File: src/rtl/cart_sdram_port_if.sv
// Bus bundle between the cartridge-slot requester, the byte port and the SDRAM controller.
// The slave modport is the port responder; the master modport is the requester/controller side.
interface cart_sdram_port_if;
    logic        rd;
    logic        we;
    logic [24:0] addr;
    logic [7:0]  din;
    logic [7:0]  dout;
    logic        ready;
    logic        mem_req;
    logic        mem_we;
    logic [23:0] mem_addr;
    logic [1:0]  mem_be;
    logic [15:0] mem_wdata;
    logic        mem_ack;
    logic [15:0] mem_rdata;
    logic        timeout;

    modport slave (
        input  rd, we, addr, din, mem_ack, mem_rdata,
        output dout, ready, mem_req, mem_we, mem_addr, mem_be, mem_wdata, timeout
    );

    modport master (
        output rd, we, addr, din, mem_ack, mem_rdata,
        input  dout, ready, mem_req, mem_we, mem_addr, mem_be, mem_wdata, timeout
    );
endinterface

File: src/rtl/cart_sdram_port.sv
// Cartridge-slot byte port on a 16-bit SDRAM controller, with a one-word read
// cache for zero-wait hits and a watchdog so a lost mem_ack cannot hang the CPU.
module cart_sdram_port #(
    parameter int TIMEOUT = 64
) (
    input logic              clk,
    input logic              reset_n,
    cart_sdram_port_if.slave bus
);

    localparam int WDOG_W = $clog2(TIMEOUT);

    typedef enum logic [1:0] {
        IDLE,
        RD_WAIT,
        WR_WAIT
    } state_e;

    state_e              state_q, state_d;
    logic [WDOG_W-1:0]   wdog_q, wdog_d;
    logic                timeout_q, timeout_d;
    logic                valid_q, valid_d;
    logic                mem_req_q, mem_req_d;

    logic                mem_we_q;
    logic [23:0]         mem_addr_q;
    logic [1:0]          mem_be_q;
    logic [15:0]         mem_wdata_q;
    logic [15:0]         cache_q;
    logic [23:0]         tag_q;

    logic                hit;
    logic                accept_wr;
    logic                accept_rd;
    logic                fill;
    logic                wr_update;

    assign hit = valid_q && (tag_q == bus.addr[24:1]);

    assign bus.ready     = (state_q == IDLE) && !bus.we && !(bus.rd && !hit);
    assign bus.dout      = hit ? (bus.addr[0] ? cache_q[15:8] : cache_q[7:0]) : 8'hFF;
    assign bus.mem_req   = mem_req_q;
    assign bus.mem_we    = mem_we_q;
    assign bus.mem_addr  = mem_addr_q;
    assign bus.mem_be    = mem_be_q;
    assign bus.mem_wdata = mem_wdata_q;
    assign bus.timeout   = timeout_q;

    // NOTE: every signal written here gets a default first, otherwise paths that skip an assignment infer latches.
    always_comb begin
        state_d   = state_q;
        wdog_d    = wdog_q;
        timeout_d = timeout_q;
        valid_d   = valid_q;
        accept_wr = 1'b0;
        accept_rd = 1'b0;
        fill      = 1'b0;
        wr_update = 1'b0;

        unique case (state_q)
            IDLE: begin
                wdog_d = '0;
                if (bus.we) begin
                    accept_wr = 1'b1;
                    state_d   = WR_WAIT;
                end else if (bus.rd && !hit) begin
                    // The old word is about to be replaced; an aborted fill must not leave it looking valid.
                    accept_rd = 1'b1;
                    valid_d   = 1'b0;
                    state_d   = RD_WAIT;
                end
            end
            RD_WAIT, WR_WAIT: begin
                if (bus.mem_ack) begin
                    state_d = IDLE;
                    if (state_q == RD_WAIT) begin
                        fill    = 1'b1;
                        valid_d = 1'b1;
                    end else begin
                        wr_update = valid_q && (tag_q == mem_addr_q);
                    end
                end else if (wdog_q == WDOG_W'(TIMEOUT - 1)) begin
                    state_d   = IDLE;
                    timeout_d = 1'b1;
                end else begin
                    wdog_d = wdog_q + 1'b1;
                end
            end
            default: state_d = IDLE;
        endcase
    end

    assign mem_req_d = (state_d != IDLE);

    // NOTE: sequential state uses non-blocking assignments so every register samples pre-edge values.
    always_ff @(posedge clk) begin
        if (!reset_n) begin
            state_q   <= IDLE;
            wdog_q    <= '0;
            timeout_q <= 1'b0;
            valid_q   <= 1'b0;
            mem_req_q <= 1'b0;
        end else begin
            state_q   <= state_d;
            wdog_q    <= wdog_d;
            timeout_q <= timeout_d;
            valid_q   <= valid_d;
            mem_req_q <= mem_req_d;
        end
    end

    // NOTE: datapath and cache storage are not reset; valid_q and mem_req_q already qualify them.
    always_ff @(posedge clk) begin
        if (accept_wr) begin
            mem_we_q    <= 1'b1;
            mem_addr_q  <= bus.addr[24:1];
            mem_be_q    <= bus.addr[0] ? 2'b10 : 2'b01;
            mem_wdata_q <= {bus.din, bus.din};
        end else if (accept_rd) begin
            mem_we_q   <= 1'b0;
            mem_addr_q <= bus.addr[24:1];
            mem_be_q   <= 2'b11;
        end

        if (fill) begin
            cache_q <= bus.mem_rdata;
            tag_q   <= mem_addr_q;
        end else if (wr_update) begin
            if (mem_be_q[0]) cache_q[7:0]  <= mem_wdata_q[7:0];
            if (mem_be_q[1]) cache_q[15:8] <= mem_wdata_q[15:8];
        end
    end

endmodule

File: src/flat_wrapper.sv
// flat-port wrapper written by rule: the top's interface ports become plain ports
module cart_sdram_port_flat 
#(
    parameter int TIMEOUT = 64
)
  (clk, reset_n, bus_rd, bus_we, bus_addr, bus_din, bus_mem_ack, bus_mem_rdata, bus_dout, bus_ready, bus_mem_req, bus_mem_we, bus_mem_addr, bus_mem_be, bus_mem_wdata, bus_timeout);
  cart_sdram_port_if bus_i ();
  input logic clk;
  input logic reset_n;
  input wire logic [$bits(bus_i.rd)-1:0] bus_rd;
  input wire logic [$bits(bus_i.we)-1:0] bus_we;
  input wire logic [$bits(bus_i.addr)-1:0] bus_addr;
  input wire logic [$bits(bus_i.din)-1:0] bus_din;
  input wire logic [$bits(bus_i.mem_ack)-1:0] bus_mem_ack;
  input wire logic [$bits(bus_i.mem_rdata)-1:0] bus_mem_rdata;
  output wire logic [$bits(bus_i.dout)-1:0] bus_dout;
  output wire logic [$bits(bus_i.ready)-1:0] bus_ready;
  output wire logic [$bits(bus_i.mem_req)-1:0] bus_mem_req;
  output wire logic [$bits(bus_i.mem_we)-1:0] bus_mem_we;
  output wire logic [$bits(bus_i.mem_addr)-1:0] bus_mem_addr;
  output wire logic [$bits(bus_i.mem_be)-1:0] bus_mem_be;
  output wire logic [$bits(bus_i.mem_wdata)-1:0] bus_mem_wdata;
  output wire logic [$bits(bus_i.timeout)-1:0] bus_timeout;
  assign bus_i.rd = bus_rd;
  assign bus_i.we = bus_we;
  assign bus_i.addr = bus_addr;
  assign bus_i.din = bus_din;
  assign bus_i.mem_ack = bus_mem_ack;
  assign bus_i.mem_rdata = bus_mem_rdata;
  assign bus_dout = bus_i.dout;
  assign bus_ready = bus_i.ready;
  assign bus_mem_req = bus_i.mem_req;
  assign bus_mem_we = bus_i.mem_we;
  assign bus_mem_addr = bus_i.mem_addr;
  assign bus_mem_be = bus_i.mem_be;
  assign bus_mem_wdata = bus_i.mem_wdata;
  assign bus_timeout = bus_i.timeout;
  cart_sdram_port #(.TIMEOUT(TIMEOUT)) u_core (.clk(clk), .reset_n(reset_n), .bus(bus_i));
endmodule
File: config.mk
export PLATFORM = sky130hd
export DESIGN_NAME = cart_sdram_port_flat
export DESIGN_NICKNAME = d
export VERILOG_FILES = /design/src/rtl/cart_sdram_port_if.sv /design/src/rtl/cart_sdram_port.sv /design/src/flat_wrapper.sv
export SDC_FILE = /design/constraint.sdc
export NUM_CORES = 1
export LEC_CHECK = 0
export CAP_MARGIN = 0
export CORE_AREA = 5 5 100 102
export DETAILED_ROUTE_END_ITERATION = 8
export DIE_AREA = 0 0 105 107
export PLACE_DENSITY_LB_ADDON = 0.12
export SETUP_SLACK_MARGIN = 0.15
export SYNTH_ARGS = -nofsm -noshare
export SYNTH_HDL_FRONTEND = slang
export SYNTH_SLANG_ARGS = --single-unit
File: constraint.sdc
create_clock -name clk -period 3.8 [get_ports clk]
set_input_delay 1.14 -clock clk [delete_from_list [all_inputs] [get_ports clk]]
set_output_delay 1.14 -clock clk [all_outputs]
set_load 0.02 [all_outputs]
Word-level counts from Yosys, hierarchy flattened
Index checks and enable logic that the tools add are counted.
Widths: inputs -> output; s select.
{"block": "word_totals", "register_bits": 94, "inputBits": 54, "output_inout_bits": 54, "word_cells": 81}
{"block": "classes", "n_addsub": 1, "n_eq_ne": 11, "mux": 35, "bitwise_logic": 1, "reduce_logical": 21}
{"cell": "$eq 24x24->1", "n": 2}
{"cell": "$mux 24", "n": 2}
{"cell": "$mux 16", "n": 2}
{"cell": "$mux 8", "n": 4}
{"cell": "$mux 1", "n": 15}
{"cell": "$mux 2", "n": 7}
{"cell": "$mux 6", "n": 2}
{"cell": "$pmux 6 s2", "n": 1}
{"cell": "$reduce_bool 2->1", "n": 6}
{"cell": "$ne 2x2->1 const B", "n": 5}
{"cell": "$add 6x1->6 const B", "n": 1}
{"cell": "$eq 6x6->1 const B", "n": 1}
{"cell": "$reduce_and 3->1", "n": 2}
{"cell": "$logic_and 1x1->1", "n": 5}
{"cell": "$reduce_and 5->1", "n": 1}
{"cell": "$pmux 2 s2", "n": 1}
{"cell": "$reduce_and 2->1", "n": 2}
{"cell": "$logic_not 1->1", "n": 3}
{"cell": "$eq 2x1->1 const B", "n": 1}
{"cell": "$eq 2x2->1 const B", "n": 1}
{"cell": "$logic_not 2->1", "n": 1}
{"cell": "$ne 2x1->1 const B", "n": 1}
{"cell": "$pmux 1 s2", "n": 1}
{"cell": "$reduce_or 2->1", "n": 1}
{"cell": "$not 1->1", "n": 1}

Depth between registers and ports, before layout
Gate-level depths: netlist of the first run.
{"block": "depth", "depth_word": 9, "depth_mapped": 8, "mapped_depth_nobuf": 7}

Least setup slack after synthesis of the first run
No wires, ideal clock.
{"block": "synth_timing", "kind": "input to output", "startpoint": "input bus_addr[3]", "endpoint": "output bus_ready", "arrival_ns": 2.503, "required_time_ns": 2.660, "setup_slack_ns": 0.157, "stages": 5, "n_path_buf": 0, "cell_sequence": "xnor2_1 > nand4_1 > or4_4 > o21a_2 > nor2b_1"}
{"block": "synth_between", "elab_chain_len": 6}
{"item": "from (decl)", "line_no": "flat_wrapper.sv:12", "source": "input wire logic [$bits(bus_i.addr)-1:0] bus_addr;"}
{"item": "$eq 24x24->1", "line_no": "cart_sdram_port.sv:38", "source": "assign hit = valid_q && (tag_q == bus.addr[24:1]);"}
{"item": "$logic_and 1x1->1", "line_no": "cart_sdram_port.sv:38"}
{"item": "$logic_not 1->1", "line_no": "cart_sdram_port.sv:40", "source": "assign bus.ready = (state_q == IDLE) && !bus.we && !(bus.rd && !hit);"}
{"item": "$logic_and 1x1->1", "line_no": "cart_sdram_port.sv:40"}
{"item": "$logic_not 1->1", "line_no": "cart_sdram_port.sv:40"}
{"item": "$logic_and 1x1->1", "line_no": "cart_sdram_port.sv:40"}
{"item": "to (decl)", "line_no": "flat_wrapper.sv:17", "source": "output wire logic [$bits(bus_i.ready)-1:0] bus_ready;"}
Every way passes these cells.

Worst setup path in the final report of the first run
Ends and elaborated chain as after synthesis.

==> impl_metrics.tcl, run 1 <==
set metrics [dict create \
    dp_hpwl_um 6853 \
    ys_seq_area_frac 0.6284 \
    finalCriticalPeriod_ns 3.714 \
    fin_area_sq_mm 0.005754 \
    routed_wl_um 9416 \
    cpLargestDelayFamily "simple AND/OR/NAND/NOR gates" \
    yosysTopAreaCell "edfxtp_1" \
    worstSetupPathType "in -> out" \
    layout-drive-gt1-share 0.2426 \
    wl_per_cell_um 17.18 \
    cts_max_level 3 \
    grt_max_degree 27 \
    placed_area_sq_mm 0.005206 \
    start_kind "input pin" \
    setup_viol 0 \
    fin_worst_skew_ns 0.01305 \
    io_pins 108 \
    power.leakage_uw 0.002105 \
    grt_pass1_vias 2970 \
    ys_warn_count 0 \
    cts_buffer_depth 2 \
    status "complete, no violations" \
    cts_tree "yes" \
    grt_usage 0.1698 \
    start_util 0.4344 \
    drv_slew 0 \
    design.core.area_sq_mm 0.009021 \
    max_stage_delay_ns 0.54 \
    nets 491 \
    whs_ns 0.4841 \
    ctsRootBufferMaster "clkbuf_8" \
    dp_cells 526 \
    die_h_um 107 \
    io_buffers 107 \
    grt_overflow 0 \
    clock_sinks 86 \
    layout_setup_ws_ns 0.08637 \
    synth_ff_type "edfxtp_1" \
    worst_ep_required_time_ns 2.66 \
    cp.arrival_ns 2.57 \
    clock_latency_ns 0.35 \
    drt_iter0_drc 82 \
    worst-path-buf-inv 2 \
    period_share 0.9773 \
    die_w_um 105 \
    place_ws_ns -0.8633 \
    avgViaCountPerCell 5.195 \
    syn_nets 362 \
    hp-class "reg -> reg" \
    final_antenna_net_count 0 \
    synth_edf_count 74 \
    final_cells 548 \
    syn_avg_cell_area_sq_um 12.93 \
    dieArea_sq_mm 0.01124 \
    rsz0062_at_grt "yes" \
    gp_congestion 0.7396 \
    cts_hold_buf 0 \
    power.density_mw_per_mm2 385.7 \
    rows 35 \
    yosys-top-cells-count "74 x edfxtp_1, 55 x nand2_1, 37 x xnor2_1" \
    max_slew_margin 0.6168 \
    slowest_stage "or4_4" \
    cp-end-kind "primary output" \
    ir_worst_vdd_v 0.0002303 \
    hold_viol_final 0 \
    path_clk_slew_ns 0.08 \
    power_uw 2219 \
    netlist_area_sq_mm 0.003919 \
    yosysMostFrequentCell "edfxtp_1" \
    firstDrtPassIters 4 \
    diodes 0 \
    ys_async_sr_fraction 0 \
    synth.distinct_cells 42 \
    vias 2847 \
    crit_path_cell_trace "buf_8 -> xnor2_4 -> nand4_1 -> or4_4 -> o21a_4 -> nor2b_1 -> buf_4" \
    drc 0 \
    netlist_top_cells_area "edfxtp_1 57%, xnor2_1 8.3%, dfxtp_1 6.1%" \
    antenna_found_initial 0 \
    clock.fmax_mhz 269.3 \
    cts_buffers 9 \
    crit_fanout 2 \
    grt_pass1_wl_um 14970 \
    maxCapViolCount 0 \
    synth.top_cell.area_share 0.5670 \
    tightest_slew_ns 0.5748 \
    area_growth_pct 46.84 \
    ys_ff_latch 86 \
    syn_inst 303 \
]
==> area by class of cell <==
type	instances	area [sq um]
clock inverter	7	72.57
tap	111	138.9
fill	717	3267
inverter	7	26.28
sequential	86	2462
clock buffer	9	123.9
timing repair buffer	130	1271
multi-input combinational	198	1659
==> worst paths after layout <==
| path | start | endpoint | slack (ns) | depth (start not counted) |
|---|---|---|---|---|
| setup / recovery | bus_addr[3] | bus_ready | 0.09 | 7 |
| hold / removal | u_core.bus.timeout$_SDFFE_PN0P_ | u_core.bus.timeout$_SDFFE_PN0P_ | 0.48 | 1 |
| setup reg to reg | u_core.state_q[0]$_SDFF_PN0_ | u_core.cache_q[12]$_DFFE_PP_ | 1.00 | 6 |
| hold reg to reg | u_core.bus.timeout$_SDFFE_PN0P_ | u_core.bus.timeout$_SDFFE_PN0P_ | 0.48 | 1 |
==> layout by cell type, fill, tap and decap left out, drive strengths merged, types with 3 or more instances in the layout <==
cell,Yosys,layout
and2,4,4
xor2,10,10
nand2,55,55
clkinv,1,5
nand3,5,5
nand4,13,13
nor4,4,4
inv,6,7
dfxtp,12,12
nor2,4,4
nor2b,5,5
ha,5,5
clkbuf,4,9
o21a,3,3
buf,8,51
nand2b,3,3
dlygate4sd2,0,3
edfxtp,74,74
a21o,4,4
nor3,6,6
or4,5,5
a21oi,3,3
xnor2,41,41
clkdlybuf4s50,0,74
mux2i,8,8
==> cells by family (layout without fill, tap and decap cells) <==
logic type / count (synthesis) / after routing / synth area share
buffers and inverters: 19 / 153 / 0.02586
and+or+nand+nor: 108 / 108 / 0.1373
muxes: 8 / 8 / 0.02044
adders and majority gates: 5 / 5 / 0.01596
xor gates and xnor gates: 51 / 51 / 0.1216
DFF: 86 / 86 / 0.6284
AOI/OAI and AO/OA: 26 / 26 / 0.05044
==> layer usage <==
layer  vias to the layer above  GRT usage  share of wire  wire, um
li1                       1348          -              -         -
met1                      1392     0.2137           0.43      4042
met2                        91     0.2828           0.49      4639
met3                        16    0.03492          0.056       528
met4                         0    0.07489          0.022       206
met5                         -          0              0         0
==> worst register-to-register path, cell delays in order (launching register included) <==
cell,delay [ns]
dfxtp_1,0.40
inv_1,0.09
ha_1,0.46
nand4_1,0.15
or4_1,0.46
nor4_1,0.47
a21o_1,0.44
==> flip-flops by register name, indices dropped and copies added (netlist names) <==
name / cells
u_core.bus.mem_wdata: 8
u_core.bus.mem_addr: 24
u_core.wdog_q: 6
u_core.tag_q: 24
u_core.cache_q: 16
u_core.bus.mem_req: 1
u_core.bus.mem_we: 1
u_core.bus.timeout: 1
u_core.state_q: 2
u_core.bus.mem_be: 2
u_core.valid_q: 1
==> report_power, final <==
part,internal [uW],switching (uW),total [uW]
combinational,221,205,426
clock,305,341,647
sequential,1100,47.7,1150
total,1630,593,2220
==> per-stage QoR <==
step | utilization | setup TNS (ns)
after global placement | 0.5771 | -6.809
final | 0.6379 | 0
after CTS | 0.6190 | 0
after floorplan | - | 0
after global routing | 0.6379 | 0
after detailed placement | 0.5771 | -7.034
==> repair_timing <==
item                                   in CTS  in global routing
pin swaps                                  31                 13
buffers inserted                            5                  1
endpoints found under the hold margin       0                  0
setup endpoints to repair                   9                  9
gates resized for setup                   175                 31
(Power assumes the default switching activity.)
==> inputs of run 2 (changes only) <==
--- a/config.mk
+++ b/config.mk
@@ -5,10 +5,13 @@
 export SDC_FILE = /design/constraint.sdc
 export NUM_CORES = 1
 export LEC_CHECK = 0
+export ABC_AREA = 1
 export CAP_MARGIN = 0
-export CORE_AREA = 5 5 100 102
+export CORE_AREA = 5 5 102 104
+export CTS_BUF_LIST = sky130_fd_sc_hd__clkbuf_4 sky130_fd_sc_hd__clkbuf_8 sky130_fd_sc_hd__clkbuf_16
 export DETAILED_ROUTE_END_ITERATION = 8
-export DIE_AREA = 0 0 105 107
+export DIE_AREA = 0 0 107 109
+export DONT_BUFFER_PORTS = 1
 export PLACE_DENSITY_LB_ADDON = 0.12
 export SETUP_SLACK_MARGIN = 0.15
 export SYNTH_ARGS = -nofsm -noshare
==> impl_metrics.tcl, run 2 <==
set metrics [dict create \
    grt_max_degree 27 \
    grt_pass1_wl_um 13680 \
    cts_max_level 3 \
    multi_input_area_sq_mm 0.001373 \
    io_buffers 0 \
    clock_latency_ns 0.36 \
    rows 36 \
    nFillCells 897 \
    layout_commonest_cell "nand2_1" \
    synth.distinct_cells 30 \
    yosys-top-cells-count "125 x nand2_1, 74 x edfxtp_1, 52 x inv_1" \
    start_util 0.4348 \
    worst_ep_required_time_ns 2.66 \
    power.leakage_uw 0.001836 \
    cp.arrival_ns 2.32 \
    cts_tree "yes" \
    ys_async_sr_fraction 0 \
    maxCapViolCount 0 \
    clock_sinks 86 \
    syn_nets 471 \
    routed_wl_um 8812 \
    ys_ff_latch 86 \
    io_pins 108 \
    netlist_area_sq_mm 0.004113 \
    tightest_slew_ns 0.7819 \
    fin_worst_skew_ns 0.01072 \
    yosysTopAreaCell "edfxtp_1" \
    die_h_um 109 \
    area_growth_pct 7.149 \
    wl_per_cell_um 16.47 \
    crit_fanout 8 \
    final_cell_mix "125 x nand2_1, 74 x edfxtp_1, 52 x inv_1" \
    netlist_top_cells_area "edfxtp_1 54%, nand2_1 11%, dfxtp_1 5.8%" \
    drc 0 \
    cts_buffer_depth 2 \
    dieArea_sq_mm 0.01166 \
    cts_buffers 9 \
    power.density_mw_per_mm2 446.1 \
    synth_ff_type "edfxtp_1" \
    postCtsSetupBuffers 0 \
    layout-drive-gt1-share 0.06651 \
    firstDrtPassIters 4 \
    hp-class "reg -> reg" \
    drt_iter0_drc 73 \
    antenna_found_initial 0 \
    ys_warn_count 0 \
    grt_usage 0.1562 \
    syn_inst 412 \
    tns_ns 0 \
    dp_cells 519 \
    regArea_sq_mm 0.002462 \
    dp_hpwl_um 6699 \
    yosysMostFrequentCell "nand2_1" \
    period_share 0.9110 \
    setup_viol 0 \
    nets 475 \
    grt_overflow 0 \
    synth.top_cell.area_share 0.5403 \
    cts_resized 0 \
    die_w_um 107 \
    path_clk_slew_ns 0.08 \
    avgViaCountPerCell 5.022 \
    grt_pass1_vias 2599 \
    vias 2687 \
    drv_slew 0 \
    finalCriticalPeriod_ns 3.462 \
    ir_worst_vdd_v 0.0001910 \
    status "complete, no violations" \
    worstSetupPathType "in -> out" \
    diodes 0 \
    final_antenna_net_count 0 \
    rsz0062_at_grt "no" \
    final_cells 535 \
    ctsRootBufferMaster "clkbuf_8" \
    gp_congestion 0.8155 \
    clock.fmax_mhz 288.9 \
    synth_edf_count 74 \
    syn_avg_cell_area_sq_um 9.982 \
    cp-end-kind "primary output" \
    max_slew_margin 0.4752 \
    design.core.area_sq_mm 0.009459 \
    ys_seq_area_frac 0.5987 \
    hold_viol_final 0 \
    cts_hold_buf 0 \
    start_kind "input pin" \
]
==> run 2: cell types whose count changed after synthesis, moves of 12 or more <==
cell / previous run / this run
nand2_1: 55 / 125
inv_1: 6 / 52
nor2_1: 4 / 27
xnor2_1: 37 / 18
nand3_1: 5 / 17
==> run 2: power breakdown <==
part           switching [uW]  leakage, uW  internal [uW]
registers                 103     0.000792           1090
clock network             317    0.0000952            313
logic                    87.9     0.000949           54.2
total                     508      0.00184           1460
==> run 2: worst paths after layout <==
| kind | endpoint | start | depth (start not counted) | slack [ns] |
|---|---|---|---|---|
| worst min-delay path | u_core.wdog_q[4]$_SDFFE_PN0P_ | u_core.wdog_q[4]$_SDFFE_PN0P_ | 1 | 0.48 |
| worst max register to register | u_core.cache_q[11]$_DFFE_PP_ | u_core.state_q[0]$_SDFF_PN0_ | 8 | 1.25 |
| worst max-delay path | bus_dout[0] | bus_addr[7] | 9 | 0.34 |
| worst min register to register | u_core.wdog_q[4]$_SDFFE_PN0P_ | u_core.wdog_q[4]$_SDFFE_PN0P_ | 1 | 0.48 |
==> run 2: final cells by class <==
cell class,count,share of cell area
sequential,86,0.5588
multi-input combinational,259,0.3115
tap,114,0.03237
timing repair buffer,4,0.006814
clock buffer,11,0.03152
clock inverter,5,0.01136
inverter,56,0.04770
==> run 2: worst max-delay path: stages <==
cell and delay (ns):
inv_1 0.02, nand2_1 0.04, nand2_1 0.08, nor2_1 0.14, nand3_1 0.08, nor4_1 0.23, nor3b_4 0.22, buf_4 0.19
nand2_1 0.16
==> run 2: through the flow <==
step / setup slack (ns) / util / instance area [sq um] / hold WS [ns] / power (uW)
2_1_floorplan: 0.5020 / - / 4113 / 0.4407 / 1323
3_3_place_gp: 0.3559 / 0.4459 / 4218 / 0.4507 / 1358
3_5_place_dp: 0.3251 / 0.4459 / 4218 / 0.4635 / 1361
4_1_cts: 0.3243 / 0.4659 / 4407 / 0.4835 / 1990
5_1_grt: 0.1737 / 0.4659 / 4407 / 0.5164 / 2057
6_report: 0.3382 / 0.4659 / 4407 / 0.4787 / 1966
==> run 2: kinds of logic (layout without fill, tap and decap cells) <==
kind of cell | Yosys count | count (layout) | synth area share
xor gates and xnor gates | 29 | 29 | 0.06541
and+or+nand+nor | 194 | 194 | 0.2014
adders and majority gates | 5 | 5 | 0.01521
AOI/OAI and AO/OA | 23 | 23 | 0.03133
buffers and inverters | 67 | 76 | 0.06845
muxes | 8 | 8 | 0.01947
DFF | 86 | 86 | 0.5987
==> run 2: layer usage <==
| layer | wire, um | vias to the layer above | GRT usage |
|---|---|---|---|
| met2 | 3992 | 63 | 0.2365 |
| met3 | 639 | 14 | 0.05033 |
| met1 | 4000 | 1257 | 0.2042 |
| met5 | 0 | - | 0 |
| met4 | 180 | 0 | 0.07397 |
| li1 | - | 1353 | - |
==> inputs of run 3 (changes only) <==
--- a/config.mk
+++ b/config.mk
@@ -12,7 +12,7 @@
 export DETAILED_ROUTE_END_ITERATION = 8
 export DIE_AREA = 0 0 107 109
 export DONT_BUFFER_PORTS = 1
-export PLACE_DENSITY_LB_ADDON = 0.12
+export GPL_TIMING_DRIVEN = 0
 export SETUP_SLACK_MARGIN = 0.15
 export SYNTH_ARGS = -nofsm -noshare
 export SYNTH_HDL_FRONTEND = slang
==> impl_metrics.tcl, run 3 (synthesis gave the netlist of run 2 again) <==
set metrics [dict create \
    worst_ep_required_time_ns 2.66 \
    power.density_mw_per_mm2 444.3 \
    cts_tree "yes" \
    combPwrFrac 0.082 \
    die_h_um 109 \
    clock.fmax_mhz 285.4 \
    io_pins 108 \
    max_stage_delay_ns 0.27 \
    cts_max_level 3 \
    worstSetupPathType "in -> out" \
    io_buffers 0 \
    rsz0062_at_grt "no" \
    cp-end-kind "primary output" \
    clkPwrFrac 0.323 \
    cts_hold_buf 0 \
    max_slew_margin 0.4127 \
    final_antenna_net_count 0 \
    maxCapViolCount 0 \
    start_util 0.4348 \
    cp.arrival_ns 2.36 \
    path_clk_slew_ns 0.08 \
    whs_ns 0.4803 \
    fin_worst_skew_ns 0.01386 \
    drt_iter0_drc 144 \
    routed_wl_um 9001 \
    design.core.area_sq_mm 0.009459 \
    drv_slew 0 \
    setup_viol 0 \
    top_layer "met4" \
    nets 484 \
    ctsRootBufferMaster "clkbuf_8" \
    rows 36 \
    grt_max_degree 34 \
    antenna_found_initial 0 \
    ir_worst_vdd_v 0.0002181 \
    internal-power_uw 1464 \
    period_share 0.9220 \
    dp_hpwl_um 6906 \
    start_kind "input pin" \
    wl_met2_um 4243 \
    avgViaCountPerCell 5.042 \
    grt_pass1_wl_um 13940 \
    hold_viol_final 0 \
    drc 0 \
    hp-class "reg -> reg" \
    cts_buffers 9 \
    final_cell_mix "125 x nand2_1, 74 x edfxtp_1, 52 x inv_1" \
    crit_fanout 8 \
    crit_path_cell_trace "nor2_1 -> nor2_1 -> nor2_1 -> nand3_1 -> nor4_1 -> nor3b_4 -> buf_12 -> nand2_1" \
    die_w_um 107 \
    finalCriticalPeriod_ns 3.503 \
    worst-path-buf-inv 1 \
    layout-drive-gt1-share 0.08605 \
    power.leakage_uw 0.001885 \
    path_common_cell "nor2_1" \
    firstDrtPassIters 4 \
    grt_overflow 0 \
    p_switching_uw 530.2 \
    tightest_slew_ns 0.8809 \
    clock_sinks 86 \
    wl_met1_um 3906 \
    wl_per_cell_um 16.55 \
    grt_usage 0.1617 \
    clock_latency_ns 0.37 \
    layout_commonest_cell "nand2_1" \
    gp_congestion 0.8291 \
    diodes 0 \
    slowest_stage "nor4_1" \
    dr_wl_met3_um 610 \
    vias 2743 \
    cpLargestDelayFamily "simple AND/OR/NAND/NOR gates" \
    status "complete, no violations" \
    area_growth_pct 9.157 \
    switching_share 0.2658 \
    cts_buffer_depth 2 \
    grt_pass1_vias 2731 \
    fin_util 0.4746 \
    pwr-share-seq 0.595 \
    dieArea_sq_mm 0.01166 \
]
run 3: cell types whose count changed in the layout (fill, tap and decap cells not counted), sizes merged:
cell,previous run,this run
buf,4,10
clkbuf,11,13
clkinv,4,6
clkinvlp,1,0
run 3: cell type report:
class / count / area [sq um]
fillers: 891 / 4970
flip-flops and latches: 86 / 2462
multi-input cells: 259 / 1373
inverters: 56 / 210.2
well taps: 114 / 142.6
clock buffers: 10 / 131.4
plain buffers: 11 / 72.57
clock inverters: 6 / 62.56
repair buffers: 2 / 35.03
run 3: worst paths after layout:
path | from | to | slack, ns | depth (start not counted)
setup / recovery | bus_addr[5] | bus_dout[7] | 0.30 | 8
hold reg to reg | u_core.wdog_q[4]$_SDFFE_PN0P_ | u_core.wdog_q[4]$_SDFFE_PN0P_ | 0.48 | 1
setup reg to reg | u_core.state_q[1]$_SDFF_PN0_ | u_core.cache_q[14]$_DFFE_PP_ | 1.33 | 8
hold / removal | u_core.wdog_q[4]$_SDFFE_PN0P_ | u_core.wdog_q[4]$_SDFFE_PN0P_ | 0.48 | 1
run 3: timing repair:
action	4_1_cts	5_1_grt
endpoints found under the setup margin	8	0
setup buffers	1	0
resized for setup	0	0
run 3: layer usage:
metal,up-vias,global-route usage
met1,1285,0.2042
met2,75,0.2473
li1,1367,-
met5,-,0
met3,16,0.04796
met4,0,0.09498
run 3: power by group through the flow:
stage	logic (uW)	registers (uW)	clock network (uW)
detailed placement	165	1210	0
global placement	156	1210	0
finish	164	1190	644
floorplan	131	1190	0
global route	187	1190	706
CTS	167	1190	664
run 3: per-stage QoR:
step	total power, uW	worst slack (ns)	TNS (ns)	std cells	area (sq um)
after floorplan	1323	0.5020	0	412	4113
after global placement	1366	-0.3370	-8.686	526	4255
after detailed placement	1375	0.09424	0	527	4275
after CTS	2019	0.3033	0	544	4489
after global routing	2086	0.1767	0	544	4489
final	1994	0.2966	0	544	4489
